### src/rtl/wb_retire_queue.sv
// wb_retire_queue: in-order retire FIFO that replaces the writeback stage.
//   MEM results enter through mem_to_wb_valid / wb_allowin. The head entry retires at most
//   one per cycle unless retire_stall is set. On retire it writes the regfile, selects the
//   CSR needed for the regfile value or the redirect target, and raises the exception, ertn
//   or refetch flush. wb_pend_mask exposes every queued destination register for RAW checks.
// Ports:
//   clk, resetn                 clock, asynchronous active-low reset
//   mem_to_wb_valid/wb_allowin  enqueue handshake; in_* carry the entry fields
//   retire_stall                hold the head this cycle
//   csr_re/csr_num/csr_rvalue   same-cycle CSR read port
//   rf_we/rf_waddr/rf_wdata     regfile write port
//   wb_ex/wb_ecode/wb_ex_pc     exception retire
//   ertn_flush/wb_refetch_flush other flush kinds; wb_flush_entry is the redirect target
//   wb_pend_mask                bit r = some queued entry writes register r (bit 0 never set)
// Optional macro WB_DEBUG_TRACE_EN adds the debug_wb_* retire trace ports.
module wb_retire_queue #(
    parameter int DEPTH   = 2,
    parameter int DATA_W  = 32,
    parameter int ECODE_W = 6
) (
    input  logic               clk,
    input  logic               resetn,
    input  logic               mem_to_wb_valid,
    output logic               wb_allowin,
    input  logic [DATA_W-1:0]  in_pc,
    input  logic               in_rf_we,
    input  logic [4:0]         in_rf_waddr,
    input  logic [DATA_W-1:0]  in_rf_wdata,
    input  logic               in_csr_re,
    input  logic [13:0]        in_csr_num,
    input  logic               in_ex,
    input  logic [ECODE_W-1:0] in_ecode,
    input  logic               in_ertn,
    input  logic               in_refetch,
    input  logic               retire_stall,
    input  logic [DATA_W-1:0]  csr_rvalue,
    output logic               csr_re,
    output logic [13:0]        csr_num,
    output logic               rf_we,
    output logic [4:0]         rf_waddr,
    output logic [DATA_W-1:0]  rf_wdata,
    output logic               wb_ex,
    output logic [ECODE_W-1:0] wb_ecode,
    output logic [DATA_W-1:0]  wb_ex_pc,
    output logic               ertn_flush,
    output logic               wb_refetch_flush,
    output logic [DATA_W-1:0]  wb_flush_entry,
    output logic [31:0]        wb_pend_mask
`ifdef WB_DEBUG_TRACE_EN
    ,
    output logic [DATA_W-1:0]  debug_wb_pc,
    output logic [3:0]         debug_wb_rf_we,
    output logic [4:0]         debug_wb_rf_wnum,
    output logic [DATA_W-1:0]  debug_wb_rf_wdata
`endif
);

    localparam int PTR_W = (DEPTH > 1) ? $clog2(DEPTH) : 1;
    localparam int CNT_W = $clog2(DEPTH + 1);

    typedef struct packed {
        logic [DATA_W-1:0]  pc;
        logic               rf_we;
        logic [4:0]         rf_waddr;
        logic [DATA_W-1:0]  rf_wdata;
        logic               csr_re;
        logic [13:0]        csr_num;
        logic               ex;
        logic [ECODE_W-1:0] ecode;
        logic               ertn;
        logic               refetch;
    } entry_t;

    logic [PTR_W-1:0] head_ptr_reg, head_ptr_next;
    logic [PTR_W-1:0] tail_ptr_reg, tail_ptr_next;
    logic [CNT_W-1:0] count_reg, count_next;

    entry_t           entry_q [DEPTH];
    logic [DEPTH-1:0] valid_q;
    entry_t           in_entry;
    entry_t           head;
    logic             head_valid;
    logic             fire_in;
    logic             retire;
    logic             flush;

    assign in_entry = '{pc: in_pc, rf_we: in_rf_we, rf_waddr: in_rf_waddr, rf_wdata: in_rf_wdata,
                        csr_re: in_csr_re, csr_num: in_csr_num, ex: in_ex, ecode: in_ecode,
                        ertn: in_ertn, refetch: in_refetch};

    assign head       = entry_q[head_ptr_reg];
    assign head_valid = valid_q[head_ptr_reg];
    assign retire     = head_valid & ~retire_stall;
    // A full queue still accepts when the head leaves in the same cycle.
    assign wb_allowin = (count_reg < CNT_W'(DEPTH)) | retire;
    assign fire_in    = mem_to_wb_valid & wb_allowin;
    // Any flush kind implies retire, so wb_allowin stays high and MEM drains.
    assign flush      = retire & (head.ex | head.ertn | head.refetch);

    // Per-entry storage; an entry accepted during a flush is written but never marked valid.
    genvar gi;
    generate
        for (gi = 0; gi < DEPTH; gi++) begin : gen_entry
            entry_t entry_reg;
            logic   valid_reg;
            logic   wr_hit;
            logic   rd_hit;

            assign wr_hit = fire_in & (tail_ptr_reg == PTR_W'(gi));
            assign rd_hit = retire & (head_ptr_reg == PTR_W'(gi));

            always_ff @(posedge clk or negedge resetn) begin
                if (!resetn) begin
                    entry_reg <= '0;
                    valid_reg <= 1'b0;
                end else begin
                    if (wr_hit) begin
                        entry_reg <= in_entry;
                    end
                    if (flush) begin
                        valid_reg <= 1'b0;
                    end else if (wr_hit) begin
                        valid_reg <= 1'b1;
                    end else if (rd_hit) begin
                        valid_reg <= 1'b0;
                    end
                end
            end

            assign entry_q[gi] = entry_reg;
            assign valid_q[gi] = valid_reg;
        end
    endgenerate

    always_comb begin
        head_ptr_next = head_ptr_reg;
        tail_ptr_next = tail_ptr_reg;
        count_next    = count_reg;
        if (flush) begin
            head_ptr_next = '0;
            tail_ptr_next = '0;
            count_next    = '0;
        end else begin
            if (fire_in) begin
                tail_ptr_next = tail_ptr_reg + PTR_W'(1);
            end
            if (retire) begin
                head_ptr_next = head_ptr_reg + PTR_W'(1);
            end
            case ({fire_in, retire})
                2'b10:   count_next = count_reg + CNT_W'(1);
                2'b01:   count_next = count_reg - CNT_W'(1);
                default: count_next = count_reg;
            endcase
        end
    end

    always_ff @(posedge clk or negedge resetn) begin
        if (!resetn) begin
            head_ptr_reg <= '0;
            tail_ptr_reg <= '0;
            count_reg    <= '0;
        end else begin
            head_ptr_reg <= head_ptr_next;
            tail_ptr_reg <= tail_ptr_next;
            count_reg    <= count_next;
        end
    end

    // Head-derived outputs. The CSR port is driven whenever a head is present so the
    // read data is ready in the cycle the head retires.
    always_comb begin
        csr_re           = head_valid & (head.csr_re | head.ex | head.ertn);
        csr_num          = '0;
        if (head_valid) begin
            if (head.ex) begin
                csr_num = (head.ecode == ECODE_W'(6'h3f)) ? 14'h88 : 14'h0c;
            end else if (head.ertn) begin
                csr_num = 14'h06;
            end else begin
                csr_num = head.csr_num;
            end
        end
        rf_we            = retire & head.rf_we & ~head.ex;
        rf_waddr         = retire ? head.rf_waddr : 5'd0;
        rf_wdata         = '0;
        wb_ex            = retire & head.ex;
        wb_ecode         = (retire & head.ex) ? head.ecode : '0;
        wb_ex_pc         = retire ? head.pc : '0;
        ertn_flush       = retire & head.ertn & ~head.ex;
        wb_refetch_flush = retire & head.refetch & ~head.ex & ~head.ertn;
        wb_flush_entry   = '0;
        if (retire) begin
            rf_wdata       = head.csr_re ? csr_rvalue : head.rf_wdata;
            wb_flush_entry = (head.ex | head.ertn) ? csr_rvalue : head.pc + DATA_W'(4);
        end
    end

    always_comb begin
        wb_pend_mask = '0;
        for (int i = 0; i < DEPTH; i++) begin
            if (valid_q[i] && entry_q[i].rf_we) begin
                wb_pend_mask[entry_q[i].rf_waddr] = 1'b1;
            end
        end
        wb_pend_mask[0] = 1'b0;
    end

`ifdef WB_DEBUG_TRACE_EN
    assign debug_wb_pc       = retire ? head.pc : '0;
    assign debug_wb_rf_we    = {4{rf_we}};
    assign debug_wb_rf_wnum  = rf_waddr;
    assign debug_wb_rf_wdata = rf_wdata;
`endif

endmodule

### config.mk
export PLATFORM = sky130hd
export DESIGN_NAME = wb_retire_queue
export DESIGN_NICKNAME = d
export VERILOG_FILES = /design/src/rtl/wb_retire_queue.sv
export SDC_FILE = /design/constraint.sdc
export NUM_CORES = 1
export LEC_CHECK = 0
export ABC_AREA = 1
export BUFFER_PORTS_ARGS = -buffer_cell sky130_fd_sc_hd__buf_2
export CORE_AREA = 2 2 195 197
export CTS_BUF_LIST = sky130_fd_sc_hd__clkbuf_8
export DETAILED_ROUTE_END_ITERATION = 16
export DIE_AREA = 0 0 197 199
export MAX_ROUTING_LAYER = met4
export PLACE_DENSITY = 0.48
export SETUP_SLACK_MARGIN = 0.4
export SYNTH_ARGS = -nofsm -noshare
export SYNTH_HDL_FRONTEND = slang
export SYNTH_SLANG_ARGS = --single-unit
export TNS_END_PERCENT = 5
### constraint.sdc
create_clock -name clk -period 2.5 [get_ports clk]
set_input_delay 0.25 -clock clk [delete_from_list [all_inputs] [get_ports clk]]
set_output_delay 0.25 -clock clk [all_outputs]
set_load 0.01 [all_outputs]
Yosys cells after proc, flatten, opt, wreduce, memory -nomap -nowiden
Cells that the tools add are included.
Storage, ports and cells
  input bits: 130
  register bits after elaboration: 194
  output and inout bits: 159
Cells by class
  bitwise operators: 28
  reductions and logical operators: 9
  magnitude comparators: 7
  mux-type cells: 34
  eq/ne operators: 3
  $add $sub $neg: 5
Operator list (count)
  94-bit 2-to-1 mux: 3
  32-bit 2-to-1 mux: 7
  14-bit 2-to-1 mux: 3
  32-bit by 3-bit adder with 32-bit output (second input constant): 1
  32-bit OR: 1
  1-bit AND: 16
  1-bit 2-to-1 mux: 14
  5-bit by 6-bit < comparator with 1-bit output (second input constant): 2
  1-bit demux with 5-bit select: 2
  5-bit by 1-bit >= comparator with 1-bit output (second input constant): 2
  3-bit nonzero test: 3
  8-bit 2-to-1 mux: 1
  6-bit == test (second input constant): 1
  6-bit 2-to-1 mux: 1
  5-bit 2-to-1 mux: 1
  1-bit inverter: 5
  1-bit OR: 5
  1-bit logical AND: 4
  2-bit case mux with 2 select lines: 1
  2-bit nonzero test: 2
  1-bit adder (second input constant): 2
  2-bit by 1-bit adder with 2-bit output (second input constant): 1
  2-bit by 1-bit == test with 1-bit output (second input constant): 1
  2-bit == test (second input constant): 1
  6 further kinds: 6

Depth between registers and ports, before layout
  depth in word-level cells: 8
  depth in mapped cells: 14
  depth with buffers taken out: 14

Worst setup path after synthesis
Ideal clock, no wire load.
  path kind: reg2out
  start: register head_ptr_reg
  end: output wb_flush_entry[20]
  data arrival time: 1861 ps
  cell stages (with the launch flop): 12
  buffers on the path: 1
  data required time: 2250 ps
  setup slack: 389 ps
  cells stage by stage: dfrtp_1 > buf_6 > o21ai_0 > inv_1 > ha_1 > inv_1 > nor2_4 > nand3b_1 > nor2_1 > nand2_1 > nand2_1 > a21oi_1
On the way
  longest elaborated chain between the ends: 7
  elaborated cells on any way between the ends: 11
  classes of those cells: 1 x add/sub; 7 x mux; 3 x bitwise
Ends and longest elaborated chain
  from (decl): RTL line 74  | logic [PTR_W-1:0] head_ptr_reg, head_ptr_next;
  from (signal assigned): RTL line 164  | head_ptr_reg <= head_ptr_next;
  1-bit inverter with 2-bit output (not written as such): RTL line 91  | assign head = entry_q[head_ptr_reg];
  94-bit 2-to-1 mux (not written as such) (3 in series): RTL line 91
  32-bit by 3-bit adder with 32-bit output or 1-bit OR (tied branches): RTL line 195  | wb_flush_entry = (head.ex | head.ertn) ? csr_rvalue : head.pc + DATA_W'(4);
  32-bit 2-to-1 mux: RTL line 195
  32-bit 2-to-1 mux *: RTL line 193  | if (retire) begin
  to (decl): RTL line 47  | output logic [DATA_W-1:0] wb_flush_entry,
Every way passes the cells marked *; elsewhere a longest branch is shown, timed or not. The select of a mux whose other input is x is not followed.

Worst setup path in the final report
  start: register head_ptr_reg
  end: output wb_flush_entry[23]
The elaborated chain is that of the path after synthesis.

==> reports/results.ini <==
[floorplan]
die_area_mm2=0.0392
initial_core_util_pct=29.7
die_y_um=199
num_io_pins=289
num_rows=71
core_mm2=0.0371
die-width_um=197

[clocking]
cts_tree=built
cts_sinks=194
cts_buffers=17
cts_buffer_depth=2
insertion_delay_ns=0.51
cts_root_buf=clkbuf_8
clk_pin_slew_ns=0.11
htreeDepth=4

[yosys]
syn_area_mm2=0.0110
netlist.area_leader.share_pct=44.1
synth.distinct_cells=41
synth_seq_cells=194
yosys-top-cells-area=dfrtp_1, nand2_1, o21ai_0
syn_inst=1580
async_reset_ff_share_pct=100
synth_top_flop_cell=dfrtp_1
syn_area_per_cell_um2=6.97
ys_seq_area_share_pct=44.1
syn_nets=1711
yosys.area.top_type=dfrtp_1
synth_edf_count=0
yosysWarnings=0

[route]
wl_per_cell_um=17.8
ant_nets=0
firstDrtPassIters=7
drc_errors=0
via_per_inst=4.81
drt_iter0_drc=805
routed_wl_mm=44.8
num_vias=12088

[sta]
tightest_slew_ns=0.654
layout_worst_path_cycle_share_pct=114
drv_slew=0
whs_ns=0.0308
setup_viol=87
fin_worst_skew_ns=0.0125
period_needed_ns=2.85
slew-limit-headroom_pct=56.4
fin_tns_setup_ns=-13.93
rsz0062_at_grt=yes
fmax_mhz=350
finalHoldViolations=0
fin_ws_ns=-0.353

[finish]
fillers=3850
num-nets-final=2156
syn2layout_area_growth_pct=54.3
final_cell_count_no_fill=2513
fin_area_mm2=0.0170
drive_gt1_share_pct=35.4
largest_reg_flops=188

[critical_path]
cp-end-kind=output pin
cp.arrival_ns=2.60
critPathMaxFanout=7
rr_endpoint=entry_q[129]$_DFFE_PN0P_
critPathKind=flop to output pin
rr_worst_depth=13
ff2ff_setup_slack_ns=0.13
start_kind=flop
startpoint=head_ptr_reg$_DFFE_PN0P_
r2r_start=head_ptr_reg$_DFFE_PN0P_
required_ns=2.25
setup.worst_path.end=wb_flush_entry[23]

[grt]
grt_pass1_vias=11637
grt_first_pass_wirelength_mm=66.6
overflow=0
track_usage_pct=22.8
grt_max_degree=72
antenna_found_initial=1

[pwr]
p_leak_nw=8.61
p_per_area_mw_per_mm2=1320
peakVddDrop_mv=0.438

[placed_design]
post_dp_cell_area_mm2=0.0132
dp_hpwl_mm=30.0
portBuffers=287
place_congestion=0.923
dp_slack_ns=0.0511
dp.cells=2320

[run_status]
violations=negative setup slack
outcome=finished, violations left

[run]
drv_cap=0

[min_path]
min_path_type=primary input to flop

-- cells in the final DEF, fill, tap and decap left out, drive strengths merged, types with 10 or more instances in the layout --
cell / count
nand3: 63
o21ai: 229
dlygate4sd3: 90
nor3: 17
dfrtp: 194
nor2: 152
clkbuf: 29
a21oi: 25
inv: 165
a31oi: 36
nor4: 10
buf: 412
nand2: 567
-- critical path, stage by stage (launching register included) --
cell     delay [ns]
dfrtp_4        0.56
inv_8          0.12
buf_12         0.13
nand2_1        0.06
nand2_2        0.14
nand2_2        0.12
nor2_4         0.19
nand2_2        0.10
buf_6          0.13
nor2_4         0.11
nand2_1        0.05
nand2_1        0.07
nand3_2        0.06
nand2_1        0.06
inv_1          0.05
buf_6          0.12
-- where the power goes --
| part | total [mW] | internal, mW | switching (mW) |
|---|---|---|---|
| Combinational | 14.4 | 6.00 | 8.38 |
| Sequential | 5.59 | 4.63 | 0.959 |
| Clock | 2.39 | 1.14 | 1.25 |
| Total | 22.4 | 11.8 | 10.6 |
-- cell type report --
class / instances / area (µm²) / share of cell area (%)
inverters: 160 / 634 / 3.73
clock inverters: 14 / 201 / 1.19
multi-input cells: 1139 / 6240 / 36.7
well taps: 474 / 593 / 3.49
diodes: 1 / 2.50 / 0.0147
flip-flops and latches: 194 / 4860 / 28.6
clock buffers: 18 / 248 / 1.46
repair buffers: 513 / 4210 / 24.8
-- worst min path at each step --
| stage | cells past startpoint | start | slack [ns] | to |
|---|---|---|---|---|
| floorplan | 0 | resetn | -0.05 | count_reg[0]$_DFFE_PN0P_ |
| detailed placement | 1 | resetn | 0.34 | entry_q[59]$_DFFE_PN0P_ |
| global route | 3 | in_csr_re | 0.02 | entry_q[117]$_DFFE_PN0P_ |
| CTS | 3 | in_pc[27] | 0.0003 | entry_q[183]$_DFFE_PN0P_ |
| finish | 3 | in_pc[27] | 0.03 | entry_q[183]$_DFFE_PN0P_ |
| global placement | 1 | resetn | 0.33 | entry_q[59]$_DFFE_PN0P_ |
-- repair_timing --
item	4_1_cts	5_1_grt
endpoints found under the setup margin	265	350
cloned	9	11
hold buffers	90	0
hold endpoints to repair	236	0
gates resized for setup	259	178
pin swaps	79	54
buffers inserted	34	16
-- kinds of logic (layout without fill, tap and decap cells) --
group,count (synthesis),after routing,synth area share (%)
other,1,2,0.0341
buffers and inverters,247,705,10.0
flip-flops,194,194,44.1
XOR/XNOR,8,8,0.761
AND/OR/NAND/NOR,820,820,30.1
multiplexers,4,4,0.364
adder cells (fa/ha/maj),1,1,0.114
AO/OA/AOI/OAI,305,305,14.5
-- synthesized netlist by cell type, types with 2 or more instances --
master    number
nand2_2        5
o21ai_0      137
o21a_1         2
nand3_1       63
nand3b_1       2
nand2_4        2
xor2_1         7
dfrtp_1      194
nor4_1        10
nand2_1      560
or2_2          4
nand4_1        4
a21oi_1       25
clkbuf_1      27
buf_1          2
buf_6         12
buf_4          7
o22ai_1        9
nor2_2        11
a31oi_1       36
nor2_1       138
o21ai_1       91
inv_2          2
nor2_4         3
inv_1        156
nor3_1        17
mux2i_1        4
buf_2         37
-- metrics by stage --
stage	utilization [%]	total power, mW
detailed placement	35.6	15.4
finish	45.8	22.4
floorplan	-	11.5
CTS	43.1	20.5
global route	45.8	24.0
global placement	35.6	15.3
-- layer usage --
metal  part of all wire [%]  GRT usage [%]
met1                     45           30.9
met2                     47           34.5
met3                    4.8           3.61
met4                    2.8           7.99
met5                      0              -
(Power assumes the default switching activity.)
